File: config.mk
export PLATFORM = sky130hd
export DESIGN_NAME = relu_maxpool_flat
export DESIGN_NICKNAME = d
export VERILOG_FILES = /design/src/rtl/relu_maxpool_if.sv /design/src/rtl/relu_maxpool.sv /design/src/flat_wrapper.sv
export SDC_FILE = /design/constraint.sdc
export NUM_CORES = 1
export LEC_CHECK = 0
export BUFFER_PORTS_ARGS = -buffer_cell sky130_fd_sc_hd__buf_2
export CAP_MARGIN = 10
export CORE_ASPECT_RATIO = 0.8
export CORE_MARGIN = 3
export CORE_UTILIZATION = 35
export DETAILED_ROUTE_END_ITERATION = 8
export PLACE_DENSITY = 0.58
export SETUP_SLACK_MARGIN = 0.1
export SYNTH_ARGS = -nofsm -noshare
export SYNTH_HDL_FRONTEND = slang
export SYNTH_SLANG_ARGS = --single-unit
File: constraint.sdc
create_clock -name clk -period 4.5 [get_ports clk]
set_input_delay 0.225 -clock clk [delete_from_list [all_inputs] [get_ports clk]]
set_output_delay 0.225 -clock clk [all_outputs]
set_load 0.02 [all_outputs]
File: src/rtl/relu_maxpool_if.sv
// Conv result stream in, pooled stream out, plus frame geometry and status.
// Pure wiring; adds no latency.
// No backpressure signals: the producer may present a beat every cycle.
interface relu_maxpool_if #(
  parameter int DATA_W = 8,
  parameter int DIM_W  = 5
);
  logic [DIM_W-1:0]  ofmap_w_i;
  logic [DIM_W-1:0]  ofmap_h_i;
  logic              conv_valid_i;
  logic [DATA_W-1:0] conv_result_i;
  logic              pool_valid_o;
  logic [DATA_W-1:0] pool_result_o;
  logic              frame_done_o;
  logic              busy_o;

  // Upstream side: drives geometry and pixels, observes pooled results.
  modport master (
    output ofmap_w_i, ofmap_h_i, conv_valid_i, conv_result_i,
    input  pool_valid_o, pool_result_o, frame_done_o, busy_o
  );

  // Pooling stage side.
  modport slave (
    input  ofmap_w_i, ofmap_h_i, conv_valid_i, conv_result_i,
    output pool_valid_o, pool_result_o, frame_done_o, busy_o
  );
endinterface

File: src/rtl/relu_maxpool.sv
// ReLU followed by 2x2 stride-2 max pooling over a raster ofmap, half-width line buffer.
// Latency: pooled value valid 1 cycle after the beat at odd row / odd column.
// No backpressure: every valid input beat is consumed in the cycle it arrives.
module relu_maxpool #(
  parameter int DATA_W = 8,
  parameter int MAX_W  = 32,
  parameter int DIM_W  = 5
) (
  input logic           clk,
  input logic           rst_n,
  relu_maxpool_if.slave bus
);
  localparam int LB_D  = MAX_W / 2;
  localparam int LB_AW = DIM_W - 1;

  typedef enum logic {IDLE, RUN} state_t;

  state_t            state, state_nxt;
  logic [DIM_W-1:0]  cfg_w, cfg_h;
  logic [DIM_W-1:0]  col, row, col_nxt, row_nxt;
  logic [DIM_W-1:0]  w_eff, h_eff;
  logic [DATA_W-1:0] h_reg;
  logic [DATA_W-1:0] relu_v, hmax, lb_rd, pool_max;
  logic [LB_AW-1:0]  lb_idx;
  logic              beat, last_beat;
  logic              pool_vld_q, frame_done_q;
  logic [DATA_W-1:0] pool_dat_q;

  // Holds the horizontal max of each even-row pair, indexed by pooled column.
  logic [DATA_W-1:0] linebuf [LB_D];

  assign lb_idx = col[DIM_W-1:1];
  assign lb_rd  = linebuf[lb_idx];

  // Next-state, counter advance and the ReLU/compare datapath.
  always_comb begin
    state_nxt = state;
    col_nxt   = col;
    row_nxt   = row;
    beat      = bus.conv_valid_i;
    // The first beat of a frame uses the live geometry; it is latched on that same edge.
    w_eff     = (state == IDLE) ? bus.ofmap_w_i : cfg_w;
    h_eff     = (state == IDLE) ? bus.ofmap_h_i : cfg_h;
    last_beat = beat && (col == w_eff) && (row == h_eff);
    relu_v    = bus.conv_result_i[DATA_W-1] ? '0 : bus.conv_result_i;
    // Both operands are non-negative after ReLU, so an unsigned compare is exact.
    hmax      = (h_reg > relu_v) ? h_reg : relu_v;
    pool_max  = (lb_rd > hmax) ? lb_rd : hmax;

    if (beat) begin
      if (col == w_eff) begin
        col_nxt = '0;
        row_nxt = (row == h_eff) ? '0 : row + 1'b1;
      end else begin
        col_nxt = col + 1'b1;
      end
    end

    case (state)
      IDLE:    if (beat) state_nxt = RUN;
      RUN:     if (last_beat) state_nxt = IDLE;
      default: state_nxt = IDLE;
    endcase
  end

  // State, geometry latch, position counters, even-column hold and registered outputs.
  always_ff @(posedge clk or negedge rst_n) begin
    if (!rst_n) begin
      state        <= IDLE;
      cfg_w        <= '0;
      cfg_h        <= '0;
      col          <= '0;
      row          <= '0;
      h_reg        <= '0;
      pool_vld_q   <= 1'b0;
      pool_dat_q   <= '0;
      frame_done_q <= 1'b0;
    end else begin
      state        <= state_nxt;
      pool_vld_q   <= beat && row[0] && col[0];
      frame_done_q <= last_beat;
      if (state == IDLE && beat) begin
        cfg_w <= bus.ofmap_w_i;
        cfg_h <= bus.ofmap_h_i;
      end
      if (beat) begin
        col <= col_nxt;
        row <= row_nxt;
        if (!col[0]) h_reg <= relu_v;
        if (row[0] && col[0]) pool_dat_q <= pool_max;
      end
    end
  end

  // Line buffer write on even-row pair completion; no reset since it is written before read.
  always_ff @(posedge clk) begin
    if (beat && !row[0] && col[0]) linebuf[lb_idx] <= hmax;
  end

  assign bus.pool_valid_o  = pool_vld_q;
  assign bus.pool_result_o = pool_dat_q;
  assign bus.frame_done_o  = frame_done_q;
  assign bus.busy_o        = (state == RUN);
endmodule

File: src/flat_wrapper.sv
// flat-port wrapper written by rule: the top's interface ports become plain ports
module relu_maxpool_flat 
#(
  parameter int DATA_W = 8,
  parameter int MAX_W  = 32,
  parameter int DIM_W  = 5
)
  (clk, rst_n, bus_ofmap_w_i, bus_ofmap_h_i, bus_conv_valid_i, bus_conv_result_i, bus_pool_valid_o, bus_pool_result_o, bus_frame_done_o, bus_busy_o);
  relu_maxpool_if #(.DATA_W(DATA_W), .DIM_W(DIM_W)) bus_i ();
  input logic clk;
  input logic rst_n;
  input wire logic [$bits(bus_i.ofmap_w_i)-1:0] bus_ofmap_w_i;
  input wire logic [$bits(bus_i.ofmap_h_i)-1:0] bus_ofmap_h_i;
  input wire logic [$bits(bus_i.conv_valid_i)-1:0] bus_conv_valid_i;
  input wire logic [$bits(bus_i.conv_result_i)-1:0] bus_conv_result_i;
  output wire logic [$bits(bus_i.pool_valid_o)-1:0] bus_pool_valid_o;
  output wire logic [$bits(bus_i.pool_result_o)-1:0] bus_pool_result_o;
  output wire logic [$bits(bus_i.frame_done_o)-1:0] bus_frame_done_o;
  output wire logic [$bits(bus_i.busy_o)-1:0] bus_busy_o;
  assign bus_i.ofmap_w_i = bus_ofmap_w_i;
  assign bus_i.ofmap_h_i = bus_ofmap_h_i;
  assign bus_i.conv_valid_i = bus_conv_valid_i;
  assign bus_i.conv_result_i = bus_conv_result_i;
  assign bus_pool_valid_o = bus_i.pool_valid_o;
  assign bus_pool_result_o = bus_i.pool_result_o;
  assign bus_frame_done_o = bus_i.frame_done_o;
  assign bus_busy_o = bus_i.busy_o;
  relu_maxpool #(.DATA_W(DATA_W), .MAX_W(MAX_W), .DIM_W(DIM_W)) u_core (.clk(clk), .rst_n(rst_n), .bus(bus_i));
endmodule
* Word level (Yosys, flattened, before mapping) *
Memories as Yosys holds them, arrays and structs flattened.
Index checks and enable logic that the tools add are counted.

storage, ports and cells
  bits of input ports = 21
  word-level logic and storage cells = 42
  register bits after elaboration = 39
  memories = 1
  bits in writable memories = 128
  output and inout port bits = 11

memories
  memory          words  bits a word  read ports  clocked after Yosys merged registers in  write ports  RTL line            source
  u_core.linebuf  16     8            1           0                                        1            relu_maxpool.sv:30  logic [DATA_W-1:0] linebuf [LB_D];

operators by class
  add/sub/neg operators = 2
  order comparisons = 2
  reductions and logical operators = 12
  bitwise logic cells = 2
  muxes and demuxes = 12
  equal/unequal tests = 2

operators by type and width
  operator                                                       number
  5-bit 2-to-1 mux                                               4
  8-bit greater-than comparator                                  2
  8-bit 2-to-1 mux                                               2
  5-bit by 1-bit adder with 5-bit output, second input constant  2
  5-bit == test                                                  2
  1-bit logical AND                                              8
  7-bit 2-to-1 mux                                               1
  2-bit AND reduction                                            3
  1-bit 2-to-1 mux                                               4
  1-bit inverter                                                 2
  1-bit one-hot mux with 2 select lines                          1
  1-bit zero test                                                1

* Depth between registers and ports, before layout *
  word-level depth = 6
  gate-level depth with buffers = 16
  mapped depth without buffers = 16

* Worst setup path before layout *
Ideal clock, no wire load.

  kind = input -> register
  start point = in bus_conv_result_i[7]
  end point = reg u_core.pool_dat_q[0], in the netlist u_core.bus.pool_result_o[0]
  stages = 15
  buffers on the path = 0
  setup time = 0.149 ns
  arrival time = 3.211 ns
  required time = 4.351 ns
  setup slack = 1.140 ns
  path through = nand2b_1 > ha_1 > nor2b_1 > o211ai_1 > a21o_1 > a21o_1 > a21oi_1 > inv_1 > ha_1 > nand3_1 > nand2_1 > a2111oi_0 > nor2_1 > nand3b_1 > o221ai_1

between the ends
  longest elaborated chain between the ends = 5

RTL lines
  element                          RTL line            source
  from (decl)                      flat_wrapper.sv:15  input wire logic [$bits(bus_i.conv_result_i)-1:0] bus_conv_result_i;
  7-bit 2-to-1 mux *               relu_maxpool.sv:45  relu_v = bus.conv_result_i[DATA_W-1] ? '0 : bus.conv_result_i;
  8-bit greater-than comparator    relu_maxpool.sv:47  hmax = (h_reg > relu_v) ? h_reg : relu_v;
  8-bit 2-to-1 mux *               relu_maxpool.sv:47
  named net u_core.hmax[4]         relu_maxpool.sv:23  logic [DATA_W-1:0] relu_v, hmax, lb_rd, pool_max;
  8-bit greater-than comparator *  relu_maxpool.sv:48  pool_max = (lb_rd > hmax) ? lb_rd : hmax;
  8-bit 2-to-1 mux *               relu_maxpool.sv:48
  to (signal assigned)             relu_maxpool.sv:90  if (row[0] && col[0]) pool_dat_q <= pool_max;
  to (decl)                        relu_maxpool.sv:27  logic [DATA_W-1:0] pool_dat_q;

The timed path passes the listed nets; every way through them passes the cells marked *.
A chain may end at the register's enable or synchronous reset.

* Worst setup path in the final report *
  start point = reg u_core.col[1]
  end point = reg u_core.pool_dat_q[4], in the netlist u_core.bus.pool_result_o[4]

between the ends
  longest elaborated chain between the ends = 3

RTL lines
  element                        RTL line            source
  from (decl)                    relu_maxpool.sv:20  logic [DIM_W-1:0] col, row, col_nxt, row_nxt;
  from (signal assigned)         relu_maxpool.sv:87  col <= col_nxt;
  memory 16 x 8 bit *            n/a
  8-bit greater-than comparator  relu_maxpool.sv:48
  8-bit 2-to-1 mux *             relu_maxpool.sv:48

Mark *: on every way between the ends. The rest lies on a longest branch, timed or not.

==> out/results.tsv <==
stage	metric	value	unit
status	status	finished, final reports clean	
timing	finalHoldViolations	0	
clocking	numCtsBuffers	17	
timing	setup_tns	0	ns
worst_setup_path	end_kind	flip-flop	
timing	whs	0.05877	ns
worst_setup_path	worst-endpoint-required	4.82	ns
clocking	cts_tree	done	
worst_hold_path	hold_path_class	in -> reg	
worst_setup_path	start_kind	flip-flop	
timing	finalClockSkew	0.009402	ns
route	wl_per_cell	18.93	um
cells_and_area	area_growth	15.42	%
global_route	grt_max_degree	38	
route	dr.pass1.iters	5	
logic_synthesis	synthCells	422	
logic_synthesis	synth_area_per_cell	15.67	sq um
cells_and_area	antenna_cells	0	
timing	finalCritPeriodShare	0.8866	
logic_synthesis	syn_nets	459	
logic_synthesis	post-synth-top-area-cell	edfxtp_1	
worst_setup_path	path_max_fanout	30	
route	ant_nets	0	
logic_synthesis	ys_warn_count	0	
pwr	combinationalPowerShare	0.338	
logic_synthesis	yosysTopAreaCellShare	0.5086	
placed_design	place_inst	687	
timing	slew_headroom	0.3603	
die	die_w	159.7	um
global_route	grt_remaining_overflow	0	
clocking	cts_root_buffer	clkbuf_16	
clocking	cts.sink_count	149	
logic_synthesis	synth.distinct_cells	50	
cells_and_area	finalNonFillerCells	720	
global_route	grt_pass1_wl	21760	um
pwr	swShare	0.3393	
global_route	antenna_found_initial	0	
pwr	p_switching	1.859	mW
die	core_area	18330	sq um
timing	fmax	250.7	MHz
die	dieHeight	128.9	um
timing	drv_slew	0	
clocking	cts.repair.resized	0	
pwr	pwr-share-seq	0.388	
die	num_rows	44	
timing	setup_viol	0	
global_route	grt_use_total	0.1405	
logic_synthesis	ys_seq_area_frac	0.6486	
pwr	leakagePower	2.897	nW
cells_and_area	drive_gt1_frac	0.2248	
logic_synthesis	ys_seq_elements	149	
logic_synthesis	synth_edf_count	112	
cells_and_area	fill_cells	1634	
die	start_util	0.3607	
timing	fin_crit	3.989	ns
cells_and_area	fin_util	0.4163	
clocking	clkTransAtPathRegs	0.06	ns
clocking	cts_max_level	4	
route	viasPerCell	5.067	
route	drcViolationCount	0	
logic_synthesis	yosysMostFrequentCell	edfxtp_1	
logic_synthesis	synth_ff_type	edfxtp_1	
timing	worst_pin_slew	0.9596	ns
placed_design	hpwl	9297	um
die	ioPinCount	32	
global_route	grt_pass1_vias	3755	
placed_design	gp_congestion	0.7832	
route	vias	3648	
logic_synthesis	async_flop_share	0.2483	
pwr	internal-power	3.619	mW
clocking	worstSkewPairLatency	0.42	ns
timing	rsz0062_at_grt	false	
route	totalWireLength	13630	um
route	drt_iter0_drc	339	
logic_synthesis	syn-cell-area	6613	sq um
cells_and_area	largest_reg_flops	112	
logic_synthesis	synth_common_cells	edfxtp_1, dfrtp_1, mux4_2	
worst_setup_path	arrival	4.31	ns
flow_run	drv_cap	0	
die	dieArea	20590	sq um
logic_synthesis	synth_area_leaders	edfxtp_1, dfrtp_1, mux4_2	
pwr	ir_worst_vdd	343.7	uV
pwr	power_density	717.8	nW/um^2
cells_and_area	fin_nets	491	
placed_design	portBuffers	30	
worst_setup_path	path_class	reg -> reg	
pwr	p_clk_frac	0.273	
clocking	clockBufferDepth	2	
## cell families (layout without fill, tap and decap cells)
group,Yosys count,count (layout),synth area share
other,1,1,0.0005671
buffers and inverters,43,88,0.03292
adder cells (fa/ha/maj),16,16,0.03027
AO/OA/AOI/OAI,59,59,0.06623
AND/OR/NAND/NOR,89,89,0.06830
flip-flops,149,149,0.6486
multiplexers,52,52,0.1359
XOR/XNOR,13,13,0.01722
## what timing repair did
item / CTS / global route
setup buffers: 0 / 0
hold endpoints to repair: 37 / 0
endpoints found under the setup margin: 0 / 0
hold buffers: 1 / 0
## area by class of cell
class / instances / area [sq um] / area share
clock buffer: 26 / 554.3 / 0.07262
clock inverter: 6 / 83.83 / 0.01098
inverter: 21 / 78.83 / 0.01033
multi-input combinational: 230 / 2106 / 0.2759
sequential: 149 / 4290 / 0.5621
tap: 253 / 316.6 / 0.04148
timing repair buffer: 35 / 202.7 / 0.02656
## per-layer routing
layer  part of all wire  wire length (um)  GRT usage
met1               0.46              6224     0.1985
met2               0.46              6255     0.2145
met3              0.077              1046    0.04152
met4             0.0074               101    0.03551
met5                  0                 0          0
## power groups by stage
stage	Combinational [mW]	Sequential (mW)	Clock, mW
5_1_grt	2.07	2.16	1.59
2_1_floorplan	1.44	2.04	0
6_report	1.85	2.13	1.50
3_5_place_dp	1.87	2.16	0
3_3_place_gp	1.81	2.15	0
4_1_cts	1.87	2.13	1.52
## layout by cell type (no fill, tap or decap), types with 10 or more instances in the layout
cell	instances
ha_1	16
mux2i_1	14
dfrtp_1	36
buf_2	30
a22oi_1	11
inv_1	21
mux4_2	24
nand3_1	13
nand2b_1	10
mux2_2	10
edfxtp_1	112
o21ai_0	11
nand2_1	20
nor2_1	23
clkbuf_16	21
## worst max-delay path, stage by stage (launching register included)
cell	delay, ns
dfrtp_2	0.99
mux4_1	0.65
a22oi_1	0.27
nand2_1	0.13
ha_1	0.30
nor2b_1	0.14
o211a_1	0.21
a2111oi_0	0.57
o21ai_1	0.35
o221ai_1	0.27
## worst paths after layout
check	startpoint	to	slack, ns	depth (start not counted)
max	u_core.col[1]$_DFFE_PN0P_	u_core.bus.pool_result_o[4]$_DFFE_PN0P_	0.51	9
min	bus_ofmap_h_i[2]	u_core.cfg_h[2]$_DFFE_PN0P_	0.06	2
max reg2reg	u_core.col[1]$_DFFE_PN0P_	u_core.bus.pool_result_o[4]$_DFFE_PN0P_	0.51	9
min reg2reg	u_core.cfg_w[4]$_DFFE_PN0P_	u_core.cfg_w[4]$_DFFE_PN0P_	0.50	1
max in group asynchronous	rst_n	u_core.col[1]$_DFFE_PN0P_	3.42	2
min in group asynchronous	rst_n	u_core.cfg_h[1]$_DFFE_PN0P_	0.46	2
## per-stage QoR
| stage | power, mW | setup slack (ns) | cell area (sq um) |
|---|---|---|---|
| floorplan | 3.485 | 1.140 | 6613 |
| global placement | 3.960 | 0.7055 | 6984 |
| detailed placement | 4.023 | 0.5176 | 6984 |
| CTS | 5.526 | 0.5811 | 7632 |
| global route | 5.819 | 0.2608 | 7632 |
| finish | 5.478 | 0.5105 | 7632 |
Note: power is estimated with default switching activity, not from simulation.
